<file path="src/rtl/matmul_stream_ctrl_pkg.sv">
// Shared definitions for the 2x2 matrix multiplier stream controller.
// Package name: matmul_pkg.
package matmul_pkg;

   localparam int DEF_DATA_W = 8;
   localparam int DEF_RES_W  = 2 * DEF_DATA_W;

   localparam int N_IN  = 8;
   localparam int N_OUT = 4;

   typedef enum logic [1:0] {
      LOAD  = 2'd0,
      START = 2'd1,
      WAIT  = 2'd2,
      DRAIN = 2'd3
   } state_e;

endpackage

</file>
<file path="src/rtl/matmul_stream_ctrl_if.sv">
// Element-in / result-out valid-ready stream pair for matmul_stream_ctrl.
// master: host/fabric side, slave: controller side.
interface matmul_stream_ctrl_if
   import matmul_pkg::*;
#(
   parameter int DATA_W = DEF_DATA_W,
   parameter int RES_W  = DEF_RES_W
);
   logic              in_valid;
   logic              in_ready;
   logic [DATA_W-1:0] in_data;
   logic              out_valid;
   logic              out_ready;
   logic [RES_W-1:0]  out_data;

   modport master (
      output in_valid, in_data, out_ready,
      input  in_ready, out_valid, out_data
   );

   modport slave (
      input  in_valid, in_data, out_ready,
      output in_ready, out_valid, out_data
   );
endinterface

</file>
<file path="src/rtl/matmul_stream_ctrl.sv">
// Stream-side initiator for the 2x2 matrix multiplier: collects A0..A3,B0..B3,
// pulses mm_start, captures C0..C3 and returns them as a word stream.
// Optional feature: MATMUL_CTRL_OPCNT_EN adds the op_count output.
//
//   state | meaning
//   LOAD  | accept elements into operand regs, idx 0..7
//   START | one-cycle mm_start pulse
//   WAIT  | hold until mm_done, then capture results
//   DRAIN | present result[oidx] until four words have been taken
module matmul_stream_ctrl
   import matmul_pkg::*;
#(
   parameter int DATA_W = DEF_DATA_W,
   parameter int RES_W  = 2 * DATA_W
)
(
   input  logic              clk,
   input  logic              rst_n,
`ifdef MATMUL_CTRL_OPCNT_EN
   output logic [15:0]       op_count,
`endif
   matmul_stream_ctrl_if.slave bus,
   output logic              busy,
   output logic              mm_start,
   output logic [DATA_W-1:0] mm_A0,
   output logic [DATA_W-1:0] mm_A1,
   output logic [DATA_W-1:0] mm_A2,
   output logic [DATA_W-1:0] mm_A3,
   output logic [DATA_W-1:0] mm_B0,
   output logic [DATA_W-1:0] mm_B1,
   output logic [DATA_W-1:0] mm_B2,
   output logic [DATA_W-1:0] mm_B3,
   input  logic              mm_done,
   input  logic [RES_W-1:0]  mm_C0,
   input  logic [RES_W-1:0]  mm_C1,
   input  logic [RES_W-1:0]  mm_C2,
   input  logic [RES_W-1:0]  mm_C3
);

   localparam logic [2:0] LAST_IN  = 3'(N_IN - 1);
   localparam logic [1:0] LAST_OUT = 2'(N_OUT - 1);

   state_e            state_q, state_d;
   logic [2:0]        idx;
   logic [1:0]        oidx;
   logic [DATA_W-1:0] opnd [N_IN];
   logic [RES_W-1:0]  res  [N_OUT];
   logic              in_fire, out_fire;

   // Handshake outputs decode straight from state; out_data is zero outside DRAIN.
   assign bus.in_ready  = (state_q == LOAD);
   assign bus.out_valid = (state_q == DRAIN);
   assign bus.out_data  = (state_q == DRAIN) ? res[oidx] : '0;
   assign busy          = (state_q != LOAD);
   assign mm_start      = (state_q == START);

   assign in_fire  = bus.in_valid  & bus.in_ready;
   assign out_fire = bus.out_valid & bus.out_ready;

   assign mm_A0 = opnd[0];
   assign mm_A1 = opnd[1];
   assign mm_A2 = opnd[2];
   assign mm_A3 = opnd[3];
   assign mm_B0 = opnd[4];
   assign mm_B1 = opnd[5];
   assign mm_B2 = opnd[6];
   assign mm_B3 = opnd[7];

   // State register.
   always_ff @(posedge clk or negedge rst_n) begin
      if (!rst_n) state_q <= LOAD;
      else        state_q <= state_d;
   end

   // Next-state decode.
   always_comb begin
      state_d = state_q;
      case (state_q)
         LOAD:    if (in_fire && idx == LAST_IN)    state_d = START;
         START:                                     state_d = WAIT;
         WAIT:    if (mm_done)                      state_d = DRAIN;
         DRAIN:   if (out_fire && oidx == LAST_OUT) state_d = LOAD;
         default:                                   state_d = LOAD;
      endcase
   end

   // Operand load: the only writer of mm_A*/mm_B*, so they stay put past LOAD.
   always_ff @(posedge clk or negedge rst_n) begin
      if (!rst_n) begin
         idx <= '0;
         for (int i = 0; i < N_IN; i++) opnd[i] <= '0;
      end else if (in_fire) begin
         opnd[idx] <= bus.in_data;
         idx       <= (idx == LAST_IN) ? 3'd0 : idx + 3'd1;
      end
   end

   // Result capture in WAIT; WAIT is only reached after the start edge, so a
   // sticky done from the previous operation already comes with fresh results.
   always_ff @(posedge clk or negedge rst_n) begin
      if (!rst_n) begin
         for (int i = 0; i < N_OUT; i++) res[i] <= '0;
      end else if (state_q == WAIT && mm_done) begin
         res[0] <= mm_C0;
         res[1] <= mm_C1;
         res[2] <= mm_C2;
         res[3] <= mm_C3;
      end
   end

   // Output word index; holds under backpressure.
   always_ff @(posedge clk or negedge rst_n) begin
      if (!rst_n)        oidx <= '0;
      else if (out_fire) oidx <= (oidx == LAST_OUT) ? 2'd0 : oidx + 2'd1;
   end

`ifdef MATMUL_CTRL_OPCNT_EN
   // Completed-operation counter, wraps at 16 bits.
   always_ff @(posedge clk or negedge rst_n) begin
      if (!rst_n)                            op_count <= '0;
      else if (out_fire && oidx == LAST_OUT) op_count <= op_count + 16'd1;
   end
`endif

endmodule

</file>
<file path="src/flat_wrapper.sv">
// flat-port wrapper written by rule: the top's interface ports become plain ports
module matmul_stream_ctrl_flat import matmul_pkg::*;
#(
   parameter int DATA_W = DEF_DATA_W,
   parameter int RES_W  = 2 * DATA_W
)
  (clk, rst_n, busy, mm_start, mm_A0, mm_A1, mm_A2, mm_A3, mm_B0, mm_B1, mm_B2, mm_B3, mm_done, mm_C0, mm_C1, mm_C2, mm_C3, bus_in_valid, bus_in_data, bus_out_ready, bus_in_ready, bus_out_valid, bus_out_data);
  matmul_stream_ctrl_if #(.DATA_W(DATA_W), .RES_W(RES_W)) bus_i ();
  input  logic clk;
  input  logic rst_n;
  output logic busy;
  output logic mm_start;
  output logic [DATA_W-1:0] mm_A0;
  output logic [DATA_W-1:0] mm_A1;
  output logic [DATA_W-1:0] mm_A2;
  output logic [DATA_W-1:0] mm_A3;
  output logic [DATA_W-1:0] mm_B0;
  output logic [DATA_W-1:0] mm_B1;
  output logic [DATA_W-1:0] mm_B2;
  output logic [DATA_W-1:0] mm_B3;
  input  logic mm_done;
  input  logic [RES_W-1:0] mm_C0;
  input  logic [RES_W-1:0] mm_C1;
  input  logic [RES_W-1:0] mm_C2;
  input  logic [RES_W-1:0] mm_C3;
  input wire logic [$bits(bus_i.in_valid)-1:0] bus_in_valid;
  input wire logic [$bits(bus_i.in_data)-1:0] bus_in_data;
  input wire logic [$bits(bus_i.out_ready)-1:0] bus_out_ready;
  output wire logic [$bits(bus_i.in_ready)-1:0] bus_in_ready;
  output wire logic [$bits(bus_i.out_valid)-1:0] bus_out_valid;
  output wire logic [$bits(bus_i.out_data)-1:0] bus_out_data;
  assign bus_i.in_valid = bus_in_valid;
  assign bus_i.in_data = bus_in_data;
  assign bus_i.out_ready = bus_out_ready;
  assign bus_in_ready = bus_i.in_ready;
  assign bus_out_valid = bus_i.out_valid;
  assign bus_out_data = bus_i.out_data;
  matmul_stream_ctrl #(.DATA_W(DATA_W), .RES_W(RES_W)) u_core (.clk(clk), .rst_n(rst_n), .bus(bus_i), .busy(busy), .mm_start(mm_start), .mm_A0(mm_A0), .mm_A1(mm_A1), .mm_A2(mm_A2), .mm_A3(mm_A3), .mm_B0(mm_B0), .mm_B1(mm_B1), .mm_B2(mm_B2), .mm_B3(mm_B3), .mm_done(mm_done), .mm_C0(mm_C0), .mm_C1(mm_C1), .mm_C2(mm_C2), .mm_C3(mm_C3));
endmodule
</file>
<file path="config.mk">
export PLATFORM = sky130hd
export DESIGN_NAME = matmul_stream_ctrl_flat
export DESIGN_NICKNAME = d
export VERILOG_FILES = /design/src/rtl/matmul_stream_ctrl_pkg.sv /design/src/rtl/matmul_stream_ctrl_if.sv /design/src/rtl/matmul_stream_ctrl.sv /design/src/flat_wrapper.sv
export SDC_FILE = /design/constraint.sdc
export NUM_CORES = 1
export LEC_CHECK = 0
export BUFFER_PORTS_ARGS = -buffer_cell sky130_fd_sc_hd__buf_2
export CAP_MARGIN = 20
export CELL_PAD_IN_SITES_DETAIL_PLACEMENT = 0
export CELL_PAD_IN_SITES_GLOBAL_PLACEMENT = 1
export CORE_AREA = 5 5 134 136
export DETAILED_ROUTE_END_ITERATION = 10
export DIE_AREA = 0 0 139 141
export GPL_TIMING_DRIVEN = 1
export PLACE_DENSITY = 0.66
export SYNTH_ARGS = -nofsm -noshare
export SYNTH_HDL_FRONTEND = slang
export SYNTH_SLANG_ARGS = --single-unit
</file>
<file path="constraint.sdc">
create_clock -name clk -period 1.6 [get_ports clk]
set_input_delay 0.08 -clock clk [delete_from_list [all_inputs] [get_ports clk]]
set_output_delay 0.08 -clock clk [all_outputs]
set_load 0.01 [all_outputs]
</file>
==> flow_metrics.env <==
export IMPL_cts_h_tree_depth=4
export IMPL_final_critical_path_setup_slack_ns=-0.342
export IMPL_netlist_cell_type_count=24
export IMPL_synth_ff_latch_count=135
export IMPL_cts_root_to_sink_buffers=2
export IMPL_pwr_share_clk_pct=22.9
export IMPL_post_route_minimum_period_ns=1.94
export IMPL_mappedNetlistArea_um2=5670
export IMPL_power_share_combinational_pct=42.6
export IMPL_worst_r2r_endpoint="u_core.mm_B0[6]"
export IMPL_dpl_worst_slack_ns=-0.0366
export IMPL_route_final_wire_length_um=15000
export IMPL_timing_final_hold_violations=0
export IMPL_fp_dieH_um=141
export IMPL_netSwitchingPower_mw=5.31
export IMPL_hold_crit_start="bus_in_data[0]"
export IMPL_gp_congestion=0.735
export IMPL_timing_max_slew_rel_slack_pct=71.0
export IMPL_detail_route_wl_per_cell_um=17.4
export IMPL_final_design_area_no_fill_um2=8930
export IMPL_worstPathRequired_ns=1.52
export IMPL_power_switching_share_pct=30.4
export IMPL_finalCoreUtilization_pct=53.1
export IMPL_finalSetupViolations=29
export IMPL_ir_worst_vdd_v=0.000835
export IMPL_postSynthNetCount=432
export IMPL_via_count=3950
export IMPL_hold_path_class="in -> reg"
export IMPL_crit_fanout=6
export IMPL_root_buffer="sky130_fd_sc_hd__clkbuf_16"
export IMPL_worst_slew_pin_slew_ns=0.435
export IMPL_detailed_place_hpwl_um=10000
export IMPL_die_width_um=139
export IMPL_globalRoute_totalOverflow=0
export IMPL_initial_utilization_pct=33.7
export IMPL_clock_sinks=135
export IMPL_drc=0
export IMPL_final_max_slew_violation_count=0
export IMPL_drt_pass1_iter_count=4
export IMPL_reg2reg_setup_slack_ns=-0.01
export IMPL_crit_start="u_core.oidx[0]"
export IMPL_row_count=48
export IMPL_clkTransAtPathRegs_ns=0.06
export IMPL_reg2reg_from="u_core.state_q[1]"
export IMPL_groute_usage_overall_pct=15.6
export IMPL_status="finished with violations"
export IMPL_number_of_i_o_pins=161
export IMPL_areaGrowthSynthToFinish_pct=57.4
export IMPL_reg2regPathDepth=6
export IMPL_buffer_ports_inserted=160
export IMPL_part_of_the_cycle_the_worst_path_needs_pct=121
export IMPL_worstHoldEndpoint="u_core.mm_A2[0]"
export IMPL_detailed_place_area_um2=7130
export IMPL_cts_buffers=17
export IMPL_violations_in_the_final_reports="negative setup slack"
export IMPL_first_global_vias=4421
export IMPL_dieArea_um2=19600
export IMPL_drv_cap=0
export IMPL_pwr_per_cell_area_nw_per_um2=1960
export IMPL_num_antenna_cells=0
export IMPL_core_area_um2=16800
export IMPL_worst_setup_ep_type="output pin"
export IMPL_post_synth_cell_area_avg_um2=16.3
export IMPL_finalClockSkew_ns=0.0110
export IMPL_critPathLaunchType="flip-flop"
export IMPL_static_leakage_power_nw=4.15
export IMPL_synth_seq_area_share_pct=59.6
export IMPL_critical_path_arrival_ns=1.86
export IMPL_layout_drive_gt1_share_pct=65.4
export IMPL_clk_insertion_delay_late_ns=0.41
export IMPL_antenna_found_initial=0
export IMPL_grt_max_degree=47
export IMPL_grt_first_pass_wirelength_um=24200
export IMPL_final_common_cell="sky130_fd_sc_hd__buf_2"
export IMPL_iter_0_drt_violations=149
export IMPL_sequentialPowerShare_pct=34.5
export IMPL_detail_route_vias_per_cell=4.59
export IMPL_cts_tree="yes"
export IMPL_nNetsFinal=706
export IMPL_layout_common_cells="sky130_fd_sc_hd__buf_2 (144), sky130_fd_sc_hd__dfrtp_1 (134), sky130_fd_sc_hd__mux2_2 (100)"
export IMPL_synthCells=348
export IMPL_timing_worst_setup_path_type="reg -> out"
export IMPL_yosysWarnings=0
export IMPL_final_antenna_net_count=0
export IMPL_fmax_mhz=515
export IMPL_worstHoldPathCells=2
export IMPL_power_report_internal_total_mw=12.2
export IMPL_grt_setup_unrepaired="true"
-- registers in the layout, summed over array words and instances, names as in the netlist --
name / cells
u_core.mm_A0: 8
u_core.mm_B2: 8
u_core.mm_B0: 8
u_core.mm_B3: 8
u_core.state_q: 2
u_core.idx: 3
u_core.mm_B1: 8
u_core.oidx: 2
u_core.mm_A3: 8
u_core.mm_A1: 8
u_core.mm_A2: 8
u_core.res: 64
-- power groups by stage --
stage / clock network (mW) / logic [mW] / registers, mW
after floorplan: 0 / 3.54 / 6.23
after global placement: 0 / 6.10 / 5.96
after detailed placement: 0 / 6.24 / 6.02
after CTS: 4.11 / 6.84 / 6.01
after global routing: 4.25 / 8.04 / 6.24
final: 3.99 / 7.45 / 6.03
-- cell families after synthesis --
group | synth area share [%]
multiplexers | 32.8
adder cells (fa/ha/maj) | 1.54
flip-flops | 59.6
buffers and inverters | 1.48
AND/OR/NAND/NOR | 4.08
AO/OA/AOI/OAI | 0.596
-- what timing repair did --
action / 4_1_cts / 5_1_grt
endpoints found under the hold margin: 192 / 0
setup endpoints to repair: 94 / 139
cloned: 1 / 1
resized for setup: 24 / 68
pin swaps: 10 / 8
setup buffers: 5 / 2
hold buffers: 70 / 0
-- stage by stage --
step / hold slack, ns / TNS [ns] / instances / total power, mW
4_1_cts: 0.00281 / -5.47 / 858 / 17.0
6_report: 0.0278 / -4.51 / 860 / 17.5
3_5_place_dp: 0.0424 / -0.799 / 750 / 12.3
2_1_floorplan: -0.216 / -1.43 / 348 / 9.77
5_1_grt: 0.0213 / -7.25 / 860 / 18.5
3_3_place_gp: 0.0351 / 0 / 750 / 12.1
-- worst max-delay path, stage by stage, from the launching register on --
cell and delay [ns]:
sky130_fd_sc_hd__dfrtp_2 0.41, sky130_fd_sc_hd__buf_12 0.12, sky130_fd_sc_hd__buf_12 0.12, sky130_fd_sc_hd__mux4_2 0.51, sky130_fd_sc_hd__and2_4 0.18, sky130_fd_sc_hd__buf_6 0.11
-- worst max path at each step --
stage / end / cells after the start / slack, ns
global route: bus_out_data[0] / 5 / -0.40
global placement: u_core.res[47] / 5 / 0.01
detailed placement: u_core.res[58] / 5 / -0.04
finish: bus_out_data[0] / 5 / -0.34
floorplan: u_core.mm_B0[0] / 6 / -0.05
CTS: bus_out_data[0] / 5 / -0.36
-- cells in the mapped netlist --
cell type | count | area [um^2]
sky130_fd_sc_hd__a21boi_0 | 1 | 7.51
sky130_fd_sc_hd__a21o_1 | 1 | 7.51
sky130_fd_sc_hd__a221oi_1 | 1 | 8.76
sky130_fd_sc_hd__and2_1 | 16 | 100
sky130_fd_sc_hd__buf_2 | 9 | 45.0
sky130_fd_sc_hd__buf_4 | 2 | 15.0
sky130_fd_sc_hd__clkbuf_1 | 1 | 3.75
sky130_fd_sc_hd__clkbuf_2 | 1 | 5.00
sky130_fd_sc_hd__dfrtp_1 | 135 | 3380
sky130_fd_sc_hd__ha_1 | 7 | 87.6
sky130_fd_sc_hd__inv_1 | 4 | 15.0
sky130_fd_sc_hd__mux2_2 | 133 | 1500
sky130_fd_sc_hd__mux4_2 | 16 | 360
sky130_fd_sc_hd__nand2_1 | 6 | 22.5
sky130_fd_sc_hd__nand2b_1 | 2 | 12.5
sky130_fd_sc_hd__nand3_1 | 1 | 5.00
sky130_fd_sc_hd__nand3_2 | 1 | 10.0
sky130_fd_sc_hd__nand3b_1 | 1 | 7.51
sky130_fd_sc_hd__nor2_1 | 1 | 3.75
sky130_fd_sc_hd__nor2_2 | 4 | 25.0
sky130_fd_sc_hd__nor3_1 | 1 | 5.00
sky130_fd_sc_hd__nor3_4 | 2 | 32.5
sky130_fd_sc_hd__nor3b_1 | 1 | 7.51
sky130_fd_sc_hd__o32a_1 | 1 | 10.0
-- layout make-up --
type,instances,area (um^2)
Clock buffer,19,443
Clock inverter,13,168
Fill cell,1431,7890
Inverter,4,17.5
Multi-Input combinational cell,196,2520
Sequential cell,135,3380
Tap cell,225,282
Timing Repair Buffer,268,2120
-- routing by layer --
layer  wire length, um  GRT usage, %
met4               152          4.79
met1              6430          19.1
met2              7120          25.1
met5                 0             0
met3              1280          6.99
Note: power is estimated with default switching activity, not from simulation.
